==> src/rtl/regfile_mp.sv <==
// rtl/regfile_mp.sv - multi-port integer register file with post-reset clear sweep
// Two write ports (port 1 wins on collision), NREAD combinational read ports, optional x0 and bypass.
module regfile_mp #(
  parameter int XLEN     = 32,
  parameter int NREGS    = 32,
  parameter int ADDR_W   = 5,
  parameter int NREAD    = 2,
  parameter int ZERO_REG = 1,
  parameter int BYPASS   = 1
) (
  input  logic                    CLK,
  input  logic                    RESET,
  input  logic                    WE0,
  input  logic [ADDR_W-1:0]       WADDR0,
  input  logic [XLEN-1:0]         WDATA0,
  input  logic                    WE1,
  input  logic [ADDR_W-1:0]       WADDR1,
  input  logic [XLEN-1:0]         WDATA1,
  input  logic [NREAD*ADDR_W-1:0] RADDR,
  output logic [NREAD*XLEN-1:0]   RDATA,
  output logic                    BUSY,
  output logic                    WDROP
);

  typedef enum logic {CLEAR = 1'b0, READY = 1'b1} state_t;

  state_t            state;
  logic [ADDR_W-1:0] ptr;
  logic [XLEN-1:0]   mem [NREGS];
  logic              wen0;
  logic              wen1;

  // Writes aimed at the hardwired zero register are filtered once and reused by the bypass.
  assign wen0 = WE0 && !((ZERO_REG != 0) && (WADDR0 == '0));
  assign wen1 = WE1 && !((ZERO_REG != 0) && (WADDR1 == '0));
  assign BUSY = (state == CLEAR);

  always_ff @(posedge CLK) begin
    if (RESET) begin
      state <= CLEAR;
      ptr   <= '0;
      WDROP <= 1'b0;
    end else if (state == CLEAR) begin
      mem[ptr] <= '0;
      ptr      <= ptr + ADDR_W'(1);
      if (ptr == ADDR_W'(NREGS - 1))
        state <= READY;
      WDROP <= WE0 | WE1;
    end else begin
      WDROP <= 1'b0;
      if (wen0 && !(wen1 && (WADDR1 == WADDR0)))
        mem[WADDR0] <= WDATA0;
      if (wen1)
        mem[WADDR1] <= WDATA1;
    end
  end

  for (genvar k = 0; k < NREAD; k++) begin : g_rd
    logic [ADDR_W-1:0] ra;
    logic [XLEN-1:0]   rd;

    assign ra = RADDR[k*ADDR_W +: ADDR_W];

    always_comb begin
      rd = mem[ra];
      if (BUSY)
        rd = '0;
      else if ((ZERO_REG != 0) && (ra == '0))
        rd = '0;
      else if ((BYPASS != 0) && wen1 && (WADDR1 == ra))
        rd = WDATA1;
      else if ((BYPASS != 0) && wen0 && (WADDR0 == ra))
        rd = WDATA0;
    end

    assign RDATA[k*XLEN +: XLEN] = rd;
  end

endmodule

==> config.mk <==
export PLATFORM = sky130hd
export DESIGN_NAME = regfile_mp
export DESIGN_NICKNAME = d
export VERILOG_FILES = /design/src/rtl/regfile_mp.sv
export SDC_FILE = /design/constraint.sdc
export NUM_CORES = 2
export LEC_CHECK = 0
export CORE_ASPECT_RATIO = 0.75
export CORE_MARGIN = 2
export CORE_UTILIZATION = 45
export DETAILED_ROUTE_END_ITERATION = 10
export SLEW_MARGIN = 40
export SYNTH_ARGS = -nofsm -noshare
export SYNTH_HDL_FRONTEND = slang
export SYNTH_SLANG_ARGS = --single-unit
==> constraint.sdc <==
create_clock -name CLK -period 6 [get_ports CLK]
set_input_delay 0.6 -clock CLK [delete_from_list [all_inputs] [get_ports CLK]]
set_output_delay 0.6 -clock CLK [all_outputs]
set_load 0.02 [all_outputs]
==> results.ini <==
[global_routing]
grt_pass1_vias = 48980
grt_remaining_overflow = 0
grt_use_total_pct = 34.71
met3_usage_pct = 8.341
grt_max_degree = 92
grt_use_met2_pct = 50.85
grt_pass1_wl_microns = 355500
grt.busiest_layer = met2
antenna_found_initial = 6
met1_usage_pct = 48.41

[route]
viasPerCell = 6.572
ant_nets = 0
drcViolationCount = 0
drt_iter0_drc = 8534
wl_microns = 250700
routedWlPerCell_microns = 31.36
drt_pass1_iterations = 7
vias = 52550

[critical_path]
reg2reg_depth = 5
critPathTopFamily = buffers and inverters
cpMaxStageDelayCell = clkdlybuf4s50_1
critPathCaptureType = primary output
path_class = input port to primary output
crit_arrival_ns = 4.67
max_stage_delay_ns = 0.93
ff2ff_setup_slack_ns = 2.16
cp.required_ns = 5.40
cp_cell_sequence = clkdlybuf4s50_1 -> nand2b_4 -> a211oi_1 -> a2111oi_0 -> a211oi_1 -> a22oi_1 -> clkdlybuf4s50_1
r2r_end = mem[23][1]
worstPathMaxFanout = 39
cp-start-kind = input port
timing.rr.start = state
crit_cells = 7
path_buf_inv = 2

[cts]
clk_pin_slew_ns = 0.07
htreeDepth = 3
clockBufferDepth = 3
clock_latency_ns = 0.76
clock-sinks = 1031
post_cts_buffers = 0
cts_inserted_buffers = 114
ctsResizeCount = 0
holdBufCountCts = 0
clockRootBuffer = clkbuf_16
cts_tree = done

[yosys]
netlist_area_sq_um = 62250
muxShareOfSynthArea_pct = 15.25
synth_compound_area_share_pct = 17.76
synth_simple_gate_area_share_pct = 11.48
ys_ff_latch = 1031
synth-edff-count = 1024
post-synth-top-area-cell = edfxtp_1
synth_commonest_cells = nand2_1, edfxtp_1, o21ai_0, mux2i_1, clkbuf_1
yosysMostFrequentCell = nand2_1
synth_top_area_share_pct = 49.40
synthAdderAreaFrac_pct = 0.04020
syn_avg_cell_area_sq_um = 9.898
syn-num-nets = 6379
seq_area_frac_synth_pct = 49.62
ys_types = 60
synth_top_family_by_area = compound AO/OA/AOI/OAI gates
ys.warnings.count = 0
synth.area.top_cells = edfxtp_1, mux2i_1, o21ai_0, nand2_1, a22oi_1
syn_inst = 6289
synthArstFlopShare_pct = 0
synth_top_flop_cell = edfxtp_1
synth-xor-area-share_pct = 0.3940

[layout]
fin_util_pct = 50.78
layout-drive-gt1-share_pct = 10.03
syn2layout_area_growth_pct = 12.25
finalNetCount = 6128

[sta]
fmax_mhz = 189.8
clock_skew_ns = 0.02422
finalSetupViolations = 0
worst_pin_slew_ns = 0.9869
slew_headroom_pct = 34.21
drv_slew = 0
period_share_pct = 87.82
tns_ns = 0
rsz0062_at_grt = false
post-route-min-period_ns = 5.269
finalHoldViolations = 0

[die]
row_count = 118
core-area_sq_um = 137600
ios = 154
die_area_sq_um = 141400
die_y_microns = 326.1
die_width_microns = 433.5
start_util_pct = 45.24

[power]
p_clk_share_pct = 43.7
p_int_w = 0.01252
switching_share_pct = 24.88
peakVddDrop_mv = 0.2681
total_leakage_power_nw = 23.04
seqPwrFrac_pct = 47.3
p_comb_share_pct = 9.0
power_switching_w = 0.004144
power_density_nw_per_um2 = 238.4

[min_path]
hold_class = input port to flip-flop
worst_hold_startpoint = RESET
min_to = state
holdPathStages = 2

[placed_design]
place_congestion = 0.8929
port-buffer-count = 153
dp_hpwl_microns = 143700

[run]
cap_violations = 0

[status]
outcome = finished clean

registers in the layout, indices dropped and copies added, names as in the netlist:
| name | count |
|---|---|
| mem | 1024 |
| ptr | 5 |
| WDROP | 1 |
| state | 1 |
per-layer routing:
metal  vias up  wire length (microns)
met1     25380                  97070
li1      22700                      -
met3       721                  32990
met5         -                    117
met4        10                  13700
met2      3740                 106900
per-stage QoR:
step                      power (W)  hold slack (ns)  instances  worst slack (ns)  instance area [sq um]
final                       0.01666           0.2659       7996            0.7311                  69880
after global routing        0.01696           0.2756       7995            0.7328                  69870
after CTS                   0.01661           0.4120       7991            0.8586                  69810
after detailed placement   0.009477           0.6244       7780            0.8691                  66040
after global placement     0.009460           0.6104       7767            0.6520                  65580
after floorplan            0.008882           0.5628       6289             2.013                  62250
cell usage in the layout, fill, tap and decap left out, types with 6 or more instances in the layout:
| master | count |
|---|---|
| nand2_2 | 22 |
| clkdlybuf4s50_1 | 142 |
| inv_1 | 37 |
| mux2i_1 | 858 |
| clkbuf_1 | 16 |
| xnor2_1 | 22 |
| a211oi_1 | 158 |
| a22oi_1 | 250 |
| buf_4 | 165 |
| nor3_2 | 12 |
| a21oi_1 | 125 |
| buf_2 | 9 |
| buf_16 | 6 |
| a32oi_1 | 6 |
| buf_6 | 24 |
| nor2b_1 | 96 |
| a2111oi_1 | 11 |
| and3_1 | 97 |
| a22o_1 | 68 |
| bufinv_16 | 15 |
| o22ai_4 | 12 |
| dfxtp_1 | 7 |
| xor2_1 | 6 |
| o21bai_4 | 19 |
| nand3_1 | 130 |
| clkinv_1 | 31 |
| mux2_2 | 76 |
| nor2_1 | 12 |
| a2111oi_0 | 84 |
| nor2_4 | 15 |
| clkinv_2 | 24 |
| edfxtp_1 | 1024 |
| o22ai_1 | 37 |
| nand2_1 | 1198 |
| clkbuf_16 | 117 |
| o21ai_1 | 41 |
| nor3_1 | 11 |
| o21ai_0 | 1013 |
| buf_12 | 40 |
layout make-up:
| cell class | count | area (sq um) |
|---|---|---|
| clock buffer | 133 | 2988 |
| fill | 12200 | 67730 |
| timing repair buffer | 390 | 4001 |
| antenna | 3 | 7.507 |
| sequential | 1031 | 30890 |
| multi-input combinational | 4464 | 28750 |
| tap | 1860 | 2327 |
| clock inverter | 78 | 774.5 |
| inverter | 37 | 138.9 |
power groups by stage:
stage	sequential, W	clock (W)	combinational, W
2_1_floorplan	0.00803	0	0.000855
3_3_place_gp	0.00803	0	0.00143
3_5_place_dp	0.00803	0	0.00144
4_1_cts	0.00788	0.00729	0.00145
5_1_grt	0.00788	0.00755	0.00153
6_report	0.00788	0.00728	0.00150
how the worst max path moves through the flow:
stage | start | end | slack, ns
2_1_floorplan | WADDR1[2] | mem[2][0] | 2.01
3_3_place_gp | WADDR1[3] | RDATA[32] | 0.65
3_5_place_dp | WADDR0[2] | RDATA[0] | 0.87
4_1_cts | WADDR0[2] | RDATA[0] | 0.86
5_1_grt | WADDR1[3] | RDATA[32] | 0.73
6_report | RADDR[9] | RDATA[32] | 0.73
kinds of logic after synthesis:
logic type	Yosys count
AO/OA/AOI/OAI	1841
XOR/XNOR	28
adder cells (fa/ha/maj)	2
buffers and inverters	794
flip-flops	1031
multiplexers	939
AND/OR/NAND/NOR	1654
Power figures use the tool's default switching activity.
